<file path="config.mk">
export PLATFORM = sky130hd
export DESIGN_NAME = phaser_in_tap_ctrl_flat
export DESIGN_NICKNAME = d
export VERILOG_FILES = /design/src/rtl/phaser_in_tap_ctrl_if.sv /design/src/rtl/phaser_in_tap_ctrl.sv /design/src/flat_wrapper.sv
export SDC_FILE = /design/constraint.sdc
export NUM_CORES = 1
export LEC_CHECK = 0
export BUFFER_PORTS_ARGS = -buffer_cell sky130_fd_sc_hd__buf_4
export CAP_MARGIN = 20
export CELL_PAD_IN_SITES_DETAIL_PLACEMENT = 0
export CELL_PAD_IN_SITES_GLOBAL_PLACEMENT = 1
export CORE_ASPECT_RATIO = 0.9
export CORE_MARGIN = 4
export CORE_UTILIZATION = 47
export CTS_CLUSTER_DIAMETER = 120
export DETAILED_ROUTE_END_ITERATION = 16
export GPL_TIMING_DRIVEN = 0
export PLACE_DENSITY_LB_ADDON = 0.12
export SLEW_MARGIN = 20
export SYNTH_ARGS = -nofsm -noshare
export SYNTH_HDL_FRONTEND = slang
export SYNTH_SLANG_ARGS = --single-unit
</file>
<file path="constraint.sdc">
create_clock -name SYSCLK -period 6.5 [get_ports SYSCLK]
set_clock_uncertainty 0.2 [all_clocks]
set_input_delay 1.3 -clock SYSCLK [delete_from_list [all_inputs] [get_ports SYSCLK]]
set_output_delay 1.3 -clock SYSCLK [all_outputs]
set_load 0.02 [all_outputs]
</file>
<file path="src/rtl/phaser_in_tap_ctrl_if.sv">
// ============================================================================
// Module  : phaser_in_tap_ctrl_if
// Brief   : Host request/response bundle for the PHASER_IN tap sequencer.
// Revision: 1.0  initial release
// ============================================================================
`default_nettype none

interface phaser_in_tap_ctrl_if;
    logic       REQ_VALID;
    logic       REQ_READY;
    logic [1:0] REQ_OP;
    logic [5:0] REQ_DATA;
    logic       RSP_VALID;
    logic [5:0] RSP_DATA;
    logic       RSP_ERR;

    modport master (
        output REQ_VALID, REQ_OP, REQ_DATA,
        input  REQ_READY, RSP_VALID, RSP_DATA, RSP_ERR
    );

    modport slave (
        input  REQ_VALID, REQ_OP, REQ_DATA,
        output REQ_READY, RSP_VALID, RSP_DATA, RSP_ERR
    );
endinterface

`default_nettype wire

</file>
<file path="src/rtl/phaser_in_tap_ctrl.sv">
// ============================================================================
// Module  : phaser_in_tap_ctrl
// Brief   : Sequences host LOAD/READ/STEP/SET requests into PHASER_IN pulses,
//           tracks the fine-tap position. Optional ERR_CNT via
//           PHASER_IN_TAP_CTRL_STATS_EN.
// Revision: 1.0  initial release
// ============================================================================
`default_nettype none

module phaser_in_tap_ctrl #(
    parameter int unsigned STEP_GAP  = 8,
    parameter int unsigned READ_LAT  = 2,
    parameter int unsigned FINE_INIT = 0
) (
    input  wire logic             SYSCLK,
    input  wire logic             RST_N,
    phaser_in_tap_ctrl_if.slave   host,
    output logic [5:0]            FINE_POS,
    output logic                  COUNTERLOADEN,
    output logic [5:0]            COUNTERLOADVAL,
    output logic                  COUNTERREADEN,
    input  wire logic [5:0]       COUNTERREADVAL,
    output logic                  FINEENABLE,
    output logic                  FINEINC,
    input  wire logic             FINEOVERFLOW
`ifdef PHASER_IN_TAP_CTRL_STATS_EN
    ,
    output logic [7:0]            ERR_CNT
`endif
);

    localparam logic [2:0] S_IDLE       = 3'd0;
    localparam logic [2:0] S_LOAD       = 3'd1;
    localparam logic [2:0] S_RD_PULSE   = 3'd2;
    localparam logic [2:0] S_RD_WAIT    = 3'd3;
    localparam logic [2:0] S_STEP_PULSE = 3'd4;
    localparam logic [2:0] S_STEP_GAP   = 3'd5;
    localparam logic [2:0] S_RESP       = 3'd6;

    localparam logic [1:0] OP_LOAD = 2'b00;
    localparam logic [1:0] OP_READ = 2'b01;
    localparam logic [1:0] OP_SET  = 2'b11;

    localparam logic [7:0] GAP_RELOAD = 8'(STEP_GAP - 1);
    localparam logic [7:0] RD_RELOAD  = 8'(READ_LAT - 1);

    logic [2:0] state_q, state_d;
    logic       dir_q;
    logic [5:0] taps_q;
    logic [7:0] cnt_q;
    logic       ovf_q;
    logic [5:0] fine_pos_q;
    logic [5:0] loadval_q;
    logic [5:0] rsp_data_q;
    logic       rsp_err_q;

    logic       w_accept;
    logic       w_req_dir;
    logic [5:0] w_req_taps;
    logic       w_req_blocked;
    logic       w_cur_blocked;
    logic       w_fin_err;
    logic [5:0] w_rsp_data;

    assign w_accept = host.REQ_VALID && (state_q == S_IDLE);

    // SET is turned into an equivalent relative move from the current position
    always_comb begin
        w_req_dir  = host.REQ_DATA[5];
        w_req_taps = {1'b0, host.REQ_DATA[4:0]};
        if (host.REQ_OP == OP_SET) begin
            w_req_dir  = host.REQ_DATA > fine_pos_q;
            w_req_taps = w_req_dir ? (host.REQ_DATA - fine_pos_q)
                                   : (fine_pos_q - host.REQ_DATA);
        end
    end

    assign w_req_blocked = w_req_dir ? (fine_pos_q == 6'd63) : (fine_pos_q == 6'd0);
    assign w_cur_blocked = dir_q     ? (fine_pos_q == 6'd63) : (fine_pos_q == 6'd0);

    assign w_rsp_data = (state_q == S_LOAD)    ? loadval_q      :
                        (state_q == S_RD_WAIT) ? COUNTERREADVAL : fine_pos_q;

    always_ff @(posedge SYSCLK or negedge RST_N) begin
        if (!RST_N) begin
            state_q <= S_IDLE;
        end else begin
            state_q <= state_d;
        end
    end

    always_comb begin
        state_d   = state_q;
        w_fin_err = 1'b0;
        case (state_q)
            S_IDLE: begin
                if (w_accept) begin
                    if (host.REQ_OP == OP_LOAD) begin
                        state_d = S_LOAD;
                    end else if (host.REQ_OP == OP_READ) begin
                        state_d = S_RD_PULSE;
                    end else if (w_req_taps == 6'd0) begin
                        state_d = S_RESP;
                    end else if (w_req_blocked) begin
                        state_d   = S_RESP;
                        w_fin_err = 1'b1;
                    end else begin
                        state_d = S_STEP_PULSE;
                    end
                end
            end
            S_LOAD:       state_d = S_RESP;
            S_RD_PULSE:   state_d = S_RD_WAIT;
            S_RD_WAIT:    if (cnt_q == 8'd0) state_d = S_RESP;
            S_STEP_PULSE: state_d = S_STEP_GAP;
            S_STEP_GAP: begin
                if (cnt_q == 8'd0) begin
                    if (ovf_q || FINEOVERFLOW) begin
                        state_d   = S_RESP;
                        w_fin_err = 1'b1;
                    end else if (taps_q == 6'd0) begin
                        state_d = S_RESP;
                    end else if (w_cur_blocked) begin
                        state_d   = S_RESP;
                        w_fin_err = 1'b1;
                    end else begin
                        state_d = S_STEP_PULSE;
                    end
                end
            end
            S_RESP:  state_d = S_IDLE;
            default: state_d = S_IDLE;
        endcase
    end

    always_comb begin
        host.REQ_READY = (state_q == S_IDLE);
        host.RSP_VALID = (state_q == S_RESP);
        host.RSP_DATA  = rsp_data_q;
        host.RSP_ERR   = rsp_err_q;
        COUNTERLOADEN  = (state_q == S_LOAD);
        COUNTERLOADVAL = loadval_q;
        COUNTERREADEN  = (state_q == S_RD_PULSE);
        FINEENABLE     = (state_q == S_STEP_PULSE);
        FINEINC        = (state_q == S_STEP_PULSE) && dir_q;
        FINE_POS       = fine_pos_q;
    end

    always_ff @(posedge SYSCLK or negedge RST_N) begin
        if (!RST_N) begin
            dir_q      <= 1'b0;
            taps_q     <= 6'd0;
            cnt_q      <= 8'd0;
            ovf_q      <= 1'b0;
            fine_pos_q <= 6'(FINE_INIT);
            loadval_q  <= 6'd0;
            rsp_data_q <= 6'd0;
            rsp_err_q  <= 1'b0;
        end else begin
            case (state_q)
                S_IDLE: begin
                    if (w_accept) begin
                        dir_q     <= w_req_dir;
                        taps_q    <= w_req_taps;
                        ovf_q     <= 1'b0;
                        rsp_err_q <= 1'b0;
                        if (host.REQ_OP == OP_LOAD) loadval_q <= host.REQ_DATA;
                    end
                end
                S_RD_PULSE: cnt_q <= RD_RELOAD;
                S_RD_WAIT:  cnt_q <= cnt_q - 8'd1;
                S_STEP_PULSE: begin
                    fine_pos_q <= dir_q ? (fine_pos_q + 6'd1) : (fine_pos_q - 6'd1);
                    taps_q     <= taps_q - 6'd1;
                    cnt_q      <= GAP_RELOAD;
                end
                S_STEP_GAP: begin
                    cnt_q <= cnt_q - 8'd1;
                    ovf_q <= ovf_q | FINEOVERFLOW;
                end
                default: ;
            endcase
            // Response payload is latched on the way into RESP and held afterwards
            if (state_d == S_RESP) begin
                rsp_data_q <= w_rsp_data;
                rsp_err_q  <= w_fin_err;
            end
        end
    end

`ifdef PHASER_IN_TAP_CTRL_STATS_EN
    logic [7:0] err_cnt_q;

    always_ff @(posedge SYSCLK or negedge RST_N) begin
        if (!RST_N) begin
            err_cnt_q <= 8'd0;
        end else if ((state_q == S_RESP) && rsp_err_q && (err_cnt_q != 8'hFF)) begin
            err_cnt_q <= err_cnt_q + 8'd1;
        end
    end

    assign ERR_CNT = err_cnt_q;
`endif

endmodule

`default_nettype wire

</file>
<file path="src/flat_wrapper.sv">
// flat-port wrapper written by rule: the top's interface ports become plain ports
module phaser_in_tap_ctrl_flat 
#(
    parameter int unsigned STEP_GAP  = 8,
    parameter int unsigned READ_LAT  = 2,
    parameter int unsigned FINE_INIT = 0
)
  (SYSCLK, RST_N, FINE_POS, COUNTERLOADEN, COUNTERLOADVAL, COUNTERREADEN, COUNTERREADVAL, FINEENABLE, FINEINC, FINEOVERFLOW, host_REQ_VALID, host_REQ_OP, host_REQ_DATA, host_REQ_READY, host_RSP_VALID, host_RSP_DATA, host_RSP_ERR);
  phaser_in_tap_ctrl_if host_i ();
  input  wire logic SYSCLK;
  input  wire logic RST_N;
  output logic [5:0] FINE_POS;
  output logic COUNTERLOADEN;
  output logic [5:0] COUNTERLOADVAL;
  output logic COUNTERREADEN;
  input  wire logic [5:0] COUNTERREADVAL;
  output logic FINEENABLE;
  output logic FINEINC;
  input  wire logic FINEOVERFLOW;
  input wire logic [$bits(host_i.REQ_VALID)-1:0] host_REQ_VALID;
  input wire logic [$bits(host_i.REQ_OP)-1:0] host_REQ_OP;
  input wire logic [$bits(host_i.REQ_DATA)-1:0] host_REQ_DATA;
  output wire logic [$bits(host_i.REQ_READY)-1:0] host_REQ_READY;
  output wire logic [$bits(host_i.RSP_VALID)-1:0] host_RSP_VALID;
  output wire logic [$bits(host_i.RSP_DATA)-1:0] host_RSP_DATA;
  output wire logic [$bits(host_i.RSP_ERR)-1:0] host_RSP_ERR;
  assign host_i.REQ_VALID = host_REQ_VALID;
  assign host_i.REQ_OP = host_REQ_OP;
  assign host_i.REQ_DATA = host_REQ_DATA;
  assign host_REQ_READY = host_i.REQ_READY;
  assign host_RSP_VALID = host_i.RSP_VALID;
  assign host_RSP_DATA = host_i.RSP_DATA;
  assign host_RSP_ERR = host_i.RSP_ERR;
  phaser_in_tap_ctrl #(.STEP_GAP(STEP_GAP), .READ_LAT(READ_LAT), .FINE_INIT(FINE_INIT)) u_core (.SYSCLK(SYSCLK), .RST_N(RST_N), .host(host_i), .FINE_POS(FINE_POS), .COUNTERLOADEN(COUNTERLOADEN), .COUNTERLOADVAL(COUNTERLOADVAL), .COUNTERREADEN(COUNTERREADEN), .COUNTERREADVAL(COUNTERREADVAL), .FINEENABLE(FINEENABLE), .FINEINC(FINEINC), .FINEOVERFLOW(FINEOVERFLOW));
endmodule
</file>
==> impl_metrics.env <==
export IMPL_core_area_um2=6110
export IMPL_antenna_cells=0
export IMPL_power_density_nw_per_um2=524
export IMPL_clk_pin_slew_ns=0.08
export IMPL_rows=27
export IMPL_end_kind="flip-flop"
export IMPL_wire_per_inst_um=15.9
export IMPL_ys_seq_area_share_pct=32.3
export IMPL_synth_main_ff_cell="dfrtp_1"
export IMPL_clkPwrFrac_pct=11.1
export IMPL_ys_warn_count=0
export IMPL_final_cell_mix="nand2_1, buf_4, dfrtp_1"
export IMPL_syn_to_final_growth_pct=18.0
export IMPL_ant_nets=0
export IMPL_vias_per_cell=5.47
export IMPL_setup_slack_ns=1.99
export IMPL_synth_cell_types=55
export IMPL_io_pins=43
export IMPL_worstPathMaxFanout=6
export IMPL_drtIter0Drc=130
export IMPL_finalCritPeriodShare_pct=69.3
export IMPL_ff2ff_path_depth=10
export IMPL_ctsHoldBuffers=0
export IMPL_pre_cts_ws_ns=1.73
export IMPL_hold_class="flip-flop to flip-flop"
export IMPL_min_from="u_core.cnt_q[6]$_DFFE_PN0P_"
export IMPL_crit_type="primary input to flip-flop"
export IMPL_fin_crit_ns=4.51
export IMPL_overflow=0
export IMPL_rsz0062_at_grt="no"
export IMPL_p_sw_share_pct=47.2
export IMPL_worst_pin_slew_ns=0.523
export IMPL_power_leakage_nw=1.65
export IMPL_finalSetupViolations=0
export IMPL_post_cts_resized=0
export IMPL_crit_chain="buf_4, inv_1, ha_1, fa_1, nand2b_1, a211oi_2, o21a_1, mux2i_1, mux2i_1, or4_4, a31o_4, mux2_4"
export IMPL_p_int_mw=0.961
export IMPL_cts_sinks=38
export IMPL_worst_path_buf_inv=2
export IMPL_hold_viol_final=0
export IMPL_drt_total_wl_um=7680
export IMPL_critPathLaunchType="primary input"
export IMPL_layout_nets=434
export IMPL_synthArstFlopShare_pct=100
export IMPL_grt_usage_pct=21.1
export IMPL_grt_pass1_wl_um=13000
export IMPL_clkLatencyLatePin_ns=0.30
export IMPL_avgSynthCellArea_um2=8.54
export IMPL_cts_setup_buffers=0
export IMPL_max_stage_delay_ns=0.56
export IMPL_final_common_cell="nand2_1"
export IMPL_clockRootBuffer="clkbuf_8"
export IMPL_final_max_slew_violation_count=0
export IMPL_grt_start_max_net_pins=39
export IMPL_cpMostUsedCell="mux2i_1"
export IMPL_htreeDepth=2
export IMPL_cts_buffers=5
export IMPL_die_width_um=91.5
export IMPL_worstReg2RegEnd="u_core.host.RSP_DATA[1]$_DFFE_PN0P_"
export IMPL_r2r_start="u_core.FINE_POS[0]$_DFFE_PN0P_"
export IMPL_min_to="u_core.cnt_q[6]$_DFFE_PN0P_"
export IMPL_nFillCells=590
export IMPL_place_hpwl_um=5910
export IMPL_slowest_stage="or4_4"
export IMPL_synth_seq_cells=38
export IMPL_grt_pass1_vias=2503
export IMPL_fin_tns_setup_ns=0
export IMPL_min_path_cells=1
export IMPL_antenna_found_initial=0
export IMPL_crit_family="compound AO/OA/AOI/OAI gates"
export IMPL_power_switching_mw=0.860
export IMPL_dieHeight_um=83.1
export IMPL_synth_edff_count=0
export IMPL_worst_ep_required_time_ns=6.49
export IMPL_max_clock_freq_mhz=222
export IMPL_cts_tree="yes"
export IMPL_cts_path_max_buffers=2
export IMPL_maxCapViolCount=0
export IMPL_syn_area_um2=2950
export IMPL_io_buffers=42
export IMPL_critPathArrivalTime_ns=4.49
export IMPL_maxSlewHeadroom_pct=65.1
export IMPL_globalplace_congestion=0.855
export IMPL_seq_power_share_pct=26.7
export IMPL_drive_gt1_share_pct=17.7
export IMPL_status="complete, no violations"
export IMPL_irDropWorstVdd_v=0.000242
export IMPL_start_util_pct=48.2
export IMPL_ff2ff_setup_slack_ns=2.60
export IMPL_drtPass1Iterations=4
export IMPL_num_vias=2637
export IMPL_drc=0
export IMPL_syn_instance_count=345
export IMPL_syn_nets=385
export IMPL_die_area_um2=7600
export IMPL_combPwrFrac_pct=62.2
synth_stat cells (4+ instances only):
cell type / number / area, µm²
a21o_1: 6 / 45.0
a21oi_1: 15 / 75.1
and2_1: 4 / 25.0
clkbuf_1: 11 / 41.3
dfrtp_1: 38 / 951
ha_1: 19 / 238
inv_1: 26 / 97.6
mux2_4: 6 / 90.1
mux2i_1: 14 / 140
nand2_1: 45 / 169
nand3_1: 12 / 60.1
nor2_1: 19 / 71.3
nor3_1: 10 / 50.1
o211ai_1: 4 / 30.0
o21ai_0: 34 / 170
o31ai_1: 5 / 37.5
or3_1: 6 / 37.5
or4_1: 5 / 37.5
xnor2_1: 6 / 52.6
kinds of logic after synthesis:
family                     synth area share [%]
adders and majority gates                  10.5
buffers and inverters                      5.44
and+or+nand+nor                            20.0
AOI/OAI and AO/OA                          21.3
muxes                                      8.20
xor gates and xnor gates                   2.38
DFF                                        32.3
through the flow:
| step | hold WS, ns | area [µm²] | cells | util [%] | power (mW) |
|---|---|---|---|---|---|
| final | 0.294 | 3480 | 482 | 56.9 | 1.82 |
| after global routing | 0.326 | 3480 | 482 | 56.9 | 2.01 |
| after CTS | 0.293 | 3480 | 482 | 56.9 | 1.83 |
| after detailed placement | 0.282 | 3370 | 474 | 55.1 | 1.62 |
| after global placement | 0.278 | 3370 | 474 | 55.1 | 1.60 |
| after floorplan | 0.246 | 2950 | 345 | - | 1.29 |
routing by layer:
layer	track usage (%)	routed length, µm
met2	31.2	3340
met5	0	0
met3	3.26	311
met4	5.34	81
met1	32.1	3950
registers in the layout (all words and copies together) (netlist names):
signal                 cells
u_core.cnt_q               8
u_core.COUNTERLOADVAL      6
u_core.FINE_POS            6
u_core.host.RSP_DATA       6
u_core.taps_q              6
u_core.state_q             3
u_core.dir_q               1
u_core.host.RSP_ERR        1
u_core.ovf_q               1
layout make-up:
class | instances | area, µm² | area share [%]
Tap cell | 87 | 109 | 3.13
Sequential cell | 38 | 951 | 27.3
Clock inverter | 1 | 30.0 | 0.864
Clock buffer | 7 | 76.3 | 2.20
Inverter | 26 | 97.6 | 2.81
Multi-Input combinational cell | 266 | 1840 | 52.8
Timing Repair Buffer | 42 | 315 | 9.07
Buffer | 15 | 62.6 | 1.80
worst max path at each step:
stage | start | to | slack, ns | cells past startpoint
after floorplan | host_REQ_DATA[0] | u_core.host.RSP_DATA[0]$_DFFE_PN0P_ | 2.17 | 11
final | host_REQ_DATA[0] | u_core.host.RSP_DATA[1]$_DFFE_PN0P_ | 1.99 | 12
after global routing | host_REQ_DATA[0] | u_core.host.RSP_DATA[1]$_DFFE_PN0P_ | 1.88 | 12
after global placement | host_REQ_DATA[0] | u_core.host.RSP_DATA[3]$_DFFE_PN0P_ | 1.73 | 12
after detailed placement | host_REQ_DATA[0] | u_core.host.RSP_DATA[1]$_DFFE_PN0P_ | 1.73 | 12
after CTS | host_REQ_DATA[0] | u_core.host.RSP_DATA[1]$_DFFE_PN0P_ | 2.04 | 12
power groups by stage:
stage	clock, mW	sequential (mW)	combinational, mW
2_1_floorplan	0	0.514	0.771
3_3_place_gp	0	0.487	1.12
3_5_place_dp	0	0.489	1.13
4_1_cts	0.209	0.485	1.14
5_1_grt	0.221	0.507	1.28
6_report	0.203	0.486	1.13
worst reg2reg max path, stage by stage, from the launching register on:
cell	delay, ns
dfrtp_1	0.51
ha_1	0.27
fa_1	0.38
nand2b_1	0.21
a211oi_2	0.35
o21a_1	0.29
mux2i_1	0.26
mux2i_1	0.15
or4_4	0.56
a31o_4	0.29
mux2_4	0.31
(Power assumes the default switching activity.)
